===== src/rtl/rf_alu_sequencer.sv =====
// rf_alu_sequencer: multi-cycle READ/EXEC/WB sequencer in front of the 4x8 register file.
// Accepts one instruction per valid/ready handshake and reads both operands.
// It computes the ALU result, then writes the result back to the register file.
// It also keeps sticky zero/carry flags.
// Optional feature macro: ALU_MUL_EN.
//   When defined, opcode 1000 is MUL.
//   When undefined, opcode 1000 is an illegal opcode.
module rf_alu_sequencer #(
  parameter int DATA_W = 8,
  parameter int ADDR_W = 2
) (
  input  logic              clk,
  input  logic              rst,
  input  logic              instr_valid,
  output logic              instr_ready,
  input  logic [3:0]        instr_op,
  input  logic [ADDR_W-1:0] instr_rd,
  input  logic [ADDR_W-1:0] instr_rs1,
  input  logic [ADDR_W-1:0] instr_rs2,
  input  logic [DATA_W-1:0] instr_imm,
  output logic [ADDR_W-1:0] rf_read_addr1,
  output logic [ADDR_W-1:0] rf_read_addr2,
  input  logic [DATA_W-1:0] rf_read_data1,
  input  logic [DATA_W-1:0] rf_read_data2,
  output logic              rf_we,
  output logic [ADDR_W-1:0] rf_write_addr,
  output logic [DATA_W-1:0] rf_write_data,
  output logic              done,
  output logic              err,
  output logic              flag_z,
  output logic              flag_c
);

  localparam logic [3:0] OP_ADD = 4'b0000;
  localparam logic [3:0] OP_SUB = 4'b0001;
  localparam logic [3:0] OP_AND = 4'b0010;
  localparam logic [3:0] OP_OR  = 4'b0011;
  localparam logic [3:0] OP_XOR = 4'b0100;
  localparam logic [3:0] OP_SHL = 4'b0101;
  localparam logic [3:0] OP_SHR = 4'b0110;
  localparam logic [3:0] OP_LDI = 4'b0111;
`ifdef ALU_MUL_EN
  localparam logic [3:0] OP_MUL = 4'b1000;
`endif

  typedef enum logic [1:0] {
    S_IDLE = 2'd0,
    S_READ = 2'd1,
    S_EXEC = 2'd2,
    S_WB   = 2'd3
  } state_t;

  state_t            state;
  logic [3:0]        op_reg;
  logic [ADDR_W-1:0] rd_reg;
  logic [DATA_W-1:0] imm_reg;
  logic [DATA_W-1:0] a_reg;
  logic [DATA_W-1:0] b_reg;
  logic              carry_reg;

  // ALU result: the low DATA_W bits are the value, and the top bit is the carry/borrow.
  logic [DATA_W:0]   alu_sum;
  logic              alu_legal;

`ifdef ALU_MUL_EN
  // Full-width product; only the low half is written back, and the high half feeds carry.
  logic [2*DATA_W-1:0] mul_prod;
  assign mul_prod = {{DATA_W{1'b0}}, a_reg} * {{DATA_W{1'b0}}, b_reg};
`endif

  // Combinational ALU over the captured operands; unknown opcodes are flagged illegal.
  always_comb begin
    alu_sum   = '0;
    alu_legal = 1'b1;
    case (op_reg)
      OP_ADD:  alu_sum = {1'b0, a_reg} + {1'b0, b_reg};
      OP_SUB:  alu_sum = {1'b0, a_reg} - {1'b0, b_reg};   // top bit set exactly when A < B
      OP_AND:  alu_sum = {1'b0, a_reg & b_reg};
      OP_OR:   alu_sum = {1'b0, a_reg | b_reg};
      OP_XOR:  alu_sum = {1'b0, a_reg ^ b_reg};
      OP_SHL:  alu_sum = {a_reg, 1'b0};
      OP_SHR:  alu_sum = {a_reg[0], 1'b0, a_reg[DATA_W-1:1]};
      OP_LDI:  alu_sum = {1'b0, imm_reg};
`ifdef ALU_MUL_EN
      OP_MUL:  alu_sum = {|mul_prod[2*DATA_W-1:DATA_W], mul_prod[DATA_W-1:0]};
`endif
      default: alu_legal = 1'b0;
    endcase
  end

  // Sequencer FSM; every output is a register and is updated one state ahead of its use.
  always_ff @(posedge clk) begin
    if (rst) begin
      state         <= S_IDLE;
      instr_ready   <= 1'b1;
      rf_we         <= 1'b0;
      done          <= 1'b0;
      err           <= 1'b0;
      flag_z        <= 1'b0;
      flag_c        <= 1'b0;
      rf_write_addr <= '0;
      rf_write_data <= '0;
      rf_read_addr1 <= '0;
      rf_read_addr2 <= '0;
      op_reg        <= '0;
      rd_reg        <= '0;
      imm_reg       <= '0;
      a_reg         <= '0;
      b_reg         <= '0;
      carry_reg     <= 1'b0;
    end else begin
      case (state)
        S_IDLE: begin
          if (instr_valid && instr_ready) begin
            op_reg        <= instr_op;
            rd_reg        <= instr_rd;
            imm_reg       <= instr_imm;
            // The read-address registers double as the latched rs1/rs2 fields.
            rf_read_addr1 <= instr_rs1;
            rf_read_addr2 <= instr_rs2;
            instr_ready   <= 1'b0;
            state         <= S_READ;
          end
        end
        S_READ: begin
          // Operands are captured here, so a later write to rd cannot disturb them.
          a_reg <= rf_read_data1;
          b_reg <= rf_read_data2;
          state <= S_EXEC;
        end
        S_EXEC: begin
          if (alu_legal) begin
            rf_write_addr <= rd_reg;
            rf_write_data <= alu_sum[DATA_W-1:0];
            carry_reg     <= alu_sum[DATA_W];
          end
          rf_we <= alu_legal;
          err   <= ~alu_legal;
          done  <= 1'b1;
          state <= S_WB;
        end
        S_WB: begin
          // Flags follow only legal retires; an illegal op leaves them untouched.
          if (rf_we) begin
            flag_z <= (rf_write_data == '0);
            flag_c <= carry_reg;
          end
          rf_we       <= 1'b0;
          done        <= 1'b0;
          err         <= 1'b0;
          instr_ready <= 1'b1;
          state       <= S_IDLE;
        end
        default: begin
          state <= S_IDLE;
        end
      endcase
    end
  end

endmodule

===== config.mk =====
export PLATFORM = sky130hd
export DESIGN_NAME = rf_alu_sequencer
export DESIGN_NICKNAME = d
export VERILOG_FILES = /design/src/rtl/rf_alu_sequencer.sv
export SDC_FILE = /design/constraint.sdc
export NUM_CORES = 1
export LEC_CHECK = 0
export ABC_AREA = 1
export ABC_CLOCK_PERIOD_IN_PS = 5410
export BUFFER_PORTS_ARGS = -buffer_cell sky130_fd_sc_hd__buf_2
export CORE_AREA = 3 3 88 90
export CTS_BUF_LIST = sky130_fd_sc_hd__clkbuf_4 sky130_fd_sc_hd__clkbuf_8
export DETAILED_ROUTE_END_ITERATION = 8
export DIE_AREA = 0 0 91 93
export PLACE_DENSITY = 0.66
export SYNTH_ARGS = -nofsm -noshare
export SYNTH_HDL_FRONTEND = slang
export SYNTH_SLANG_ARGS = --single-unit

===== constraint.sdc =====
create_clock -name clk -period 5.41 [get_ports clk]
set_input_delay 1.082 -clock clk [delete_from_list [all_inputs] [get_ports clk]]
set_output_delay 1.082 -clock clk [all_outputs]
set_load 0.01 [all_outputs]

==> qor.json, run 1 <==
{
  "outcome": "complete, no violations",
  "layout-drive-gt1-share": 0.1617,
  "xor_xnor_cell_area_share_of_the_yosys_netlist": 0.01661,
  "placement.io_buffers": 56,
  "finalClockSkew_ps": 10.03,
  "cts_tree": "built",
  "synthSimpleGateAreaFrac": 0.2389,
  "postSynth.asyncResetShare": 0,
  "area.growth.synth_to_final_pct": 14.40,
  "grt_overflow": 0,
  "syn-mean-instance-area_um2": 6.967,
  "synth-adder-area-share": 0.1250,
  "timing_worst_slew_pin_value_ps": 1109,
  "grt_start_max_net_pins": 46,
  "grt.total_usage": 0.1914,
  "hold_path_startpoint": "rf_read_addr2[1]",
  "max-vdd-ir-drop_mv": 0.1811,
  "grt_setup_unrepaired": "no",
  "reg2regPathDepth": 14,
  "critPathCaptureType": "flip-flop",
  "finalWeightedCongestion": 0.9439,
  "worstPathArrival_ps": 2550,
  "post_synth_inst_count": 454,
  "htree_num_levels": 2,
  "path_max_fanout": 5,
  "finalCritPeriodShare": 0.4262,
  "worst-r2r-setup-slack_ps": 3100,
  "whs_path_depth": 2,
  "layout_setup_ws_ps": 3104,
  "cts.clk_slew.worst_paths_ps": 110,
  "route.final.wire_length_um": 7970,
  "criticalPathCategory": "reg2reg",
  "fillers": 773,
  "multi_input_comb_area_mm2": 0.001778,
  "synthesis.yosys.warnings": 0,
  "worst_r2r_startpoint": "b_reg[1]",
  "drv_slew": 0,
  "drt_iter0_markers": 170,
  "crit_path_start_kind": "flip-flop",
  "number_of_global_route_vias_before_repair": 2777,
  "synth-seq-cells": 53,
  "avgViaCountPerCell": 4.932,
  "dr_total_vias": 2989,
  "hold_path.class": "reg2reg",
  "die_w_um": 91,
  "layout.cells.non_filler": 606,
  "synth-main-ff-cell": "sky130_fd_sc_hd__dfxtp_1",
  "unique_cell_type_count_in_the_yosys_netlist": 30,
  "sinks_on_clock_net": 53,
  "placement_rows": 31,
  "synth_compound_area_frac": 0.1816,
  "fin_crit_ps": 2306,
  "power_density_mw_per_mm2": 588.5,
  "design.portCount": 57,
  "clk-insertion-delay-late_ps": 310,
  "antenna_found_initial": 0,
  "final-hold-violation-count": 0,
  "dr.pass1.iters": 5,
  "longest_clk_path_bufs": 2,
  "ctsHoldBuffers": 0,
  "seq_area_frac_synth": 0.3354,
  "max_clock_freq_ghz": 0.4337,
  "post_synth_instance_area_mm2": 0.003163,
  "cts-buffers-inserted": 5,
  "dp.final_hpwl_um": 6240,
  "die_area_mm2": 0.008463,
  "cts.root.buffer_cell": "sky130_fd_sc_hd__clkbuf_8",
  "main_combinational_cell_family_by_area_after_synthesis": "simple AND/OR/NAND/NOR gates",
  "number_of_synthesized_flops_with_an_enable_pin": 0,
  "max_cap_violations": 0,
  "post_cts_resize_count": 0,
  "total_leakage_power_nw": 1.728,
  "fin_area_mm2": 0.003618,
  "coreArea_mm2": 0.007137,
  "finalSetupViolCount": 0,
  "design.final.nets": 574,
  "die_h_um": 93,
  "synth.mux.area_fraction": 0,
  "antenna_cells_inserted": 0,
  "drt.antenna.violating_nets": 0,
  "reg2reg_to": "carry_reg",
  "critical_path_required_ps": 5650,
  "min_delay_worst_endpoint": "rf_read_addr2[1]",
  "preCtsSetupSlack_ps": 2753,
  "placement.cell_area_mm2": 0.003525,
  "route.detailed.drc": 0,
  "timing.max_slew.rel_slack": 0.2595,
  "area.sequential_mm2": 0.001061,
  "initial_core_util": 0.4432,
  "post-cts-setup-buffer-count": 0,
  "synth_fp_nets": 522,
  "totalNegativeSetupSlack_ps": 0,
  "crit_path_start": "b_reg[1]",
  "grt_pass1_wl_um": 13120,
  "drt-wirelength-per-cell_um": 13.15,
  "dp.cells": 598
}
-- power by group --
group          leakage [nW]  internal (mW)  switching (mW)
combinational          1.25          0.464           0.782
sequential            0.436          0.522           0.118
clock                0.0452         0.0949           0.149
total                  1.73           1.08            1.05
-- per-stage QoR --
| stage | util | hold WS (ps) | total power, mW |
|---|---|---|---|
| floorplan | - | 423.7 | 1.576 |
| global placement | 0.4939 | 430.7 | 1.872 |
| detailed placement | 0.4939 | 439.2 | 1.896 |
| CTS | 0.5070 | 455.9 | 2.144 |
| global route | 0.5070 | 471.9 | 2.379 |
| finish | 0.5070 | 451.0 | 2.129 |
-- cells by family after synthesis --
logic type	Yosys count
simple gates	168
compound gates	111
buf+inv	85
flops	53
fa+ha+maj	31
xor+xnor	6
-- placed cells by master, fill, tap and decap left out, types with 2 or more instances in the layout --
cell type / synthesis / final
sky130_fd_sc_hd__ha_1: 30 / 30
sky130_fd_sc_hd__nor2_4: 4 / 4
sky130_fd_sc_hd__dfxtp_1: 53 / 53
sky130_fd_sc_hd__nand2_2: 3 / 3
sky130_fd_sc_hd__nand3b_1: 3 / 3
sky130_fd_sc_hd__inv_6: 0 / 2
sky130_fd_sc_hd__nor3_1: 5 / 5
sky130_fd_sc_hd__a21oi_1: 50 / 50
sky130_fd_sc_hd__nand4_1: 7 / 7
sky130_fd_sc_hd__buf_2: 1 / 56
sky130_fd_sc_hd__inv_2: 6 / 6
sky130_fd_sc_hd__xor2_1: 6 / 6
sky130_fd_sc_hd__clkbuf_8: 0 / 5
sky130_fd_sc_hd__or2_2: 2 / 2
sky130_fd_sc_hd__o21ai_0: 52 / 52
sky130_fd_sc_hd__nand2_1: 71 / 71
sky130_fd_sc_hd__nand3_1: 26 / 26
sky130_fd_sc_hd__inv_1: 67 / 67
sky130_fd_sc_hd__o211ai_1: 2 / 2
sky130_fd_sc_hd__o31ai_1: 3 / 3
sky130_fd_sc_hd__nor2_1: 43 / 43
-- final cells by class --
type                       instances  share of cell area
multi-input combinational        316              0.4914
sequential                        53              0.2932
timing repair buffer              57             0.07953
inverter                          73             0.07573
tap                               99             0.03423
clock buffer                       5             0.01902
clock inverter                     3            0.006916
-- worst max-delay path by stage --
stage	to	slack, ps	cells past startpoint
floorplan	carry_reg	3380	14
global placement	a_reg[4]	2810	4
detailed placement	imm_reg[2]	2750	4
CTS	rf_write_data[7]	3090	14
global route	rf_write_data[7]	2830	14
finish	carry_reg	3100	14
-- per-layer routing --
metal | part of all wire | routed length, um | vias up | GRT usage
met4 | 0.0098 | 78 | 0 | 0.03643
met2 | 0.43 | 3440 | 70 | 0.3121
met5 | 0 | 0 | - | 0
met3 | 0.045 | 360 | 7 | 0.02494
met1 | 0.51 | 4090 | 1336 | 0.2729
li1 | - | - | 1576 | -
-- synth_stat cells (2+ instances only) --
library cell / number / area share
sky130_fd_sc_hd__o31ai_1: 3 / 0.0071
sky130_fd_sc_hd__nor2_4: 4 / 0.014
sky130_fd_sc_hd__nand3_1: 26 / 0.041
sky130_fd_sc_hd__dfxtp_1: 53 / 0.34
sky130_fd_sc_hd__nor3_1: 5 / 0.0079
sky130_fd_sc_hd__nand3b_1: 3 / 0.0071
sky130_fd_sc_hd__o211ai_1: 2 / 0.0047
sky130_fd_sc_hd__or2_2: 2 / 0.0040
sky130_fd_sc_hd__nand4_1: 7 / 0.014
sky130_fd_sc_hd__a21oi_1: 50 / 0.079
sky130_fd_sc_hd__inv_2: 6 / 0.0071
sky130_fd_sc_hd__o21ai_0: 52 / 0.082
sky130_fd_sc_hd__inv_1: 67 / 0.080
sky130_fd_sc_hd__nand2_2: 3 / 0.0059
sky130_fd_sc_hd__ha_1: 30 / 0.12
sky130_fd_sc_hd__nor2_1: 43 / 0.051
sky130_fd_sc_hd__nand2_1: 71 / 0.084
sky130_fd_sc_hd__xor2_1: 6 / 0.017
sky130_fd_sc_hd__clkbuf_1: 10 / 0.012
-- critical path, cell delays in order (launching register included) --
cell and delay, ps:
sky130_fd_sc_hd__dfxtp_1 330, sky130_fd_sc_hd__inv_1 140, sky130_fd_sc_hd__ha_1 190, sky130_fd_sc_hd__nand2_1 120, sky130_fd_sc_hd__o31ai_1 250, sky130_fd_sc_hd__xor2_1 160, sky130_fd_sc_hd__inv_1 50, sky130_fd_sc_hd__ha_1 340
sky130_fd_sc_hd__nand2_1 100, sky130_fd_sc_hd__inv_1 40, sky130_fd_sc_hd__a21oi_1 180, sky130_fd_sc_hd__nand2_1 70, sky130_fd_sc_hd__nand2_1 60, sky130_fd_sc_hd__nand3_1 70, sky130_fd_sc_hd__a21oi_1 120
Note: power is estimated with default switching activity, not from simulation.
==> run 2, diff against run 1 <==
==> config.mk (replaced) <==
export PLATFORM = sky130hd
export DESIGN_NAME = rf_alu_sequencer
export DESIGN_NICKNAME = d
export VERILOG_FILES = /design/src/rtl/rf_alu_sequencer.sv
export SDC_FILE = /design/constraint.sdc
export NUM_CORES = 1
export LEC_CHECK = 0
export ABC_AREA = 0
export ABC_CLOCK_PERIOD_IN_PS = 2200
export BUFFER_PORTS_ARGS = -buffer_cell sky130_fd_sc_hd__buf_2
export CORE_AREA = 3 3 90 92
export CTS_BUF_LIST = sky130_fd_sc_hd__clkbuf_4 sky130_fd_sc_hd__clkbuf_8
export DETAILED_ROUTE_END_ITERATION = 8
export DIE_AREA = 0 0 93 95
export SYNTH_ARGS = -nofsm -noshare
export SYNTH_HDL_FRONTEND = slang
export SYNTH_SLANG_ARGS = --single-unit
==> constraint.sdc (replaced) <==
create_clock -name clk -period 2.2 [get_ports clk]
set_input_delay 0.44 -clock clk [delete_from_list [all_inputs] [get_ports clk]]
set_output_delay 0.44 -clock clk [all_outputs]
set_load 0.01 [all_outputs]
==> qor.json, run 2 <==
{
  "critical_path.cell_chain": "nand2b_4 -> nor3_4 -> buf_6 -> nor2_2 -> xnor2_1 -> ha_2 -> a211oi_4 -> nor3b_2 -> mux2_4 -> o21ai_2 -> a311oi_1",
  "final-hold-violation-count": 0,
  "cts.root.buffer_cell": "sky130_fd_sc_hd__clkbuf_8",
  "grt_start_max_net_pins": 36,
  "area.growth.synth_to_final_pct": 25.57,
  "power_density_mw_per_mm2": 1420,
  "max_cap_violations": 0,
  "avgViaCountPerCell": 5.272,
  "unique_cell_type_count_in_the_yosys_netlist": 53,
  "power.combinational.fraction": 0.641,
  "route.final.wire_length_um": 8816,
  "coreArea_mm2": 0.007292,
  "violated_checks": "negative setup slack",
  "max_clock_freq_ghz": 0.4523,
  "cp_peak_stage_delay_ps": 330,
  "die_h_um": 95,
  "synth_top_cell_by_area": "sky130_fd_sc_hd__dfxtp_1",
  "grt.total_usage": 0.2076,
  "antenna_cells_inserted": 0,
  "timing.critical_path.slowest_stage_cell": "sky130_fd_sc_hd__dfxtp_2",
  "dr_total_vias": 3058,
  "final_cell_mix": "sky130_fd_sc_hd__nand2_1 (59), sky130_fd_sc_hd__buf_2 (56), sky130_fd_sc_hd__dfxtp_1 (49)",
  "max-vdd-ir-drop_mv": 0.5228,
  "yosys-top-cells-count": "sky130_fd_sc_hd__nand2_1 (60), sky130_fd_sc_hd__dfxtp_1 (53), sky130_fd_sc_hd__nor2_1 (44)",
  "fin_hold_ws_ps": 349.8,
  "post-synth-top-area-fraction": 0.3250,
  "criticalPathCategory": "reg2reg",
  "syn-mean-instance-area_um2": 8.080,
  "layout_setup_ws_ps": -10.98,
  "synth-seq-cells": 53,
  "critical_path.top_delay_family": "compound AO/OA/AOI/OAI gates",
  "worstPathArrival_ps": 2400,
  "path_max_fanout": 6,
  "placement.io_buffers": 56,
  "initial_core_util": 0.4477,
  "dp.final_hpwl_um": 6574,
  "route.detailed.drc": 0,
  "finalWeightedCongestion": 0.9468,
  "layout_commonest_cell": "sky130_fd_sc_hd__nand2_1",
  "antenna_found_initial": 0,
  "sinks_on_clock_net": 53,
  "timing.max_slew.rel_slack": 0.5906,
  "synth-main-ff-cell": "sky130_fd_sc_hd__dfxtp_1",
  "power.share.switching": 0.4287,
  "synthesis.yosys.warnings": 0,
  "outcome": "finished with violations",
  "die_area_mm2": 0.008835,
  "switchingPower_mw": 2.496,
  "clock_power_share": 0.118,
  "layout-drive-gt1-share": 0.2931,
  "drt_iter0_markers": 176,
  "critical_path_required_ps": 2390,
  "number_of_synthesized_flops_with_an_enable_pin": 0,
  "cts_tree": "built",
  "fin_crit_ps": 2211,
  "fin_area_mm2": 0.004099,
  "finalSetupViolCount": 1,
  "clk-insertion-delay-late_ps": 310,
  "design.portCount": 57,
  "grt_pass1_wl_um": 14680,
  "synth.area.top_cells": "sky130_fd_sc_hd__dfxtp_1 (33%), sky130_fd_sc_hd__ha_1 (11%), sky130_fd_sc_hd__nand2_1 (6.9%), sky130_fd_sc_hd__mux2i_1 (6.7%), sky130_fd_sc_hd__a21oi_1 (6.4%)",
  "placement.cell_area_mm2": 0.003799,
  "drt-wirelength-per-cell_um": 15.20,
  "crit_buf_inv": 1,
  "design.final.nets": 548,
  "drv_slew": 0,
  "placement_rows": 31,
  "seq_area_frac_synth": 0.3250,
  "number_of_global_route_vias_before_repair": 3010,
  "finalClockSkew_ps": 4.751,
  "cts.clk_slew.worst_paths_ps": 100,
  "htree_num_levels": 2,
  "ctsHoldBuffers": 0,
  "total_leakage_power_nw": 1.726,
  "hold_path.class": "in2reg",
  "crit_path_start_kind": "flip-flop",
  "critPathCaptureType": "flip-flop",
  "finalCritPeriodShare": 1.005,
  "drt.antenna.violating_nets": 0,
  "grt_setup_unrepaired": "yes",
  "cts-buffers-inserted": 5,
  "timing_worst_slew_pin_value_ps": 614.0,
  "die_w_um": 93,
  "p_int_mw": 3.325,
  "postSynth.asyncResetShare": 0,
  "power_frac_seq": 0.241,
  "longest_clk_path_bufs": 2,
  "post_synth_instance_area_mm2": 0.003264,
  "grt_overflow": 0,
  "yosysMostFrequentCell": "sky130_fd_sc_hd__nand2_1",
  "dr.pass1.iters": 4,
  "post_synth_inst_count": 404,
  "synth_fp_nets": 472
}
-- run 2: cell type report --
cell class                      instances  area [um^2]
Timing Repair Buffer                   91        574.3
Sequential cell                        53         1066
Multi-Input combinational cell        305         2130
Inverter                               24        90.09
Clock inverter                          3        46.29
Clock buffer                            5        68.82
Tap cell                               99        123.9
Fill cell                             695         3193
-- run 2: worst reg2reg max path, stage by stage (launching register included) --
cell	delay [ps]
sky130_fd_sc_hd__dfxtp_2	330
sky130_fd_sc_hd__nand2b_4	140
sky130_fd_sc_hd__nor3_4	110
sky130_fd_sc_hd__buf_6	150
sky130_fd_sc_hd__nor2_2	40
sky130_fd_sc_hd__xnor2_1	150
sky130_fd_sc_hd__ha_2	320
sky130_fd_sc_hd__a211oi_4	250
sky130_fd_sc_hd__nor3b_2	90
sky130_fd_sc_hd__mux2_4	310
sky130_fd_sc_hd__o21ai_2	100
sky130_fd_sc_hd__a311oi_1	90
-- run 2: through the flow --
stage	total power, mW	TNS (ps)	worst slack, ps	std cells	util
CTS	5.487	-392.8	-117.6	578	0.5460
global placement	4.514	-414.1	-123.3	567	0.5209
global route	6.280	-446.5	-136.5	580	0.5621
detailed placement	4.574	-681.5	-159.3	567	0.5209
floorplan	3.600	-273.9	-143.9	404	-
finish	5.821	-10.98	-10.98	580	0.5621
-- run 2: layer usage --
| metal | vias to the layer above | global-route usage | routed length (um) |
|---|---|---|---|
| li1 | 1548 | - | - |
| met1 | 1405 | 0.2681 | 3922 |
| met2 | 89 | 0.3503 | 4229 |
| met3 | 16 | 0.03506 | 468 |
| met4 | 0 | 0.07204 | 196 |
| met5 | - | 0 | 0 |
-- run 2: worst paths after layout --
| path | start | to | slack, ps | cells after the start |
|---|---|---|---|---|
| setup / recovery | op_reg[3] | rf_write_data[6] | -10 | 11 |
| hold / removal | instr_rs1[0] | rf_read_addr1[0] | 350 | 3 |
| setup reg to reg | op_reg[3] | rf_write_data[6] | -10 | 11 |
| hold reg to reg | flag_z | flag_z | 460 | 2 |
-- run 2: cell families (layout without fill, tap and decap cells) --
family | after synthesis | after routing | synth area share
AO/OA/AOI/OAI | 87 | 87 | 0.1648
flip-flops | 53 | 53 | 0.3250
buffers and inverters | 46 | 123 | 0.06362
XOR/XNOR | 9 | 9 | 0.02415
multiplexers | 26 | 26 | 0.08471
adder cells (fa/ha/maj) | 31 | 31 | 0.1211
AND/OR/NAND/NOR | 152 | 152 | 0.2166
-- run 2: power groups by stage --
stage	clock network, mW	logic (mW)	registers (mW)
6_report	0.687	3.73	1.40
5_1_grt	0.738	4.10	1.44
4_1_cts	0.709	3.38	1.40
3_5_place_dp	0	3.16	1.42
3_3_place_gp	0	3.11	1.41
2_1_floorplan	0	2.18	1.42
-- run 2: timing repair --
item                       in CTS  in global routing
setup endpoints to repair       7                  8
pin swaps                      16                  9
setup buffers                   3                  2
resized for setup              12                 29
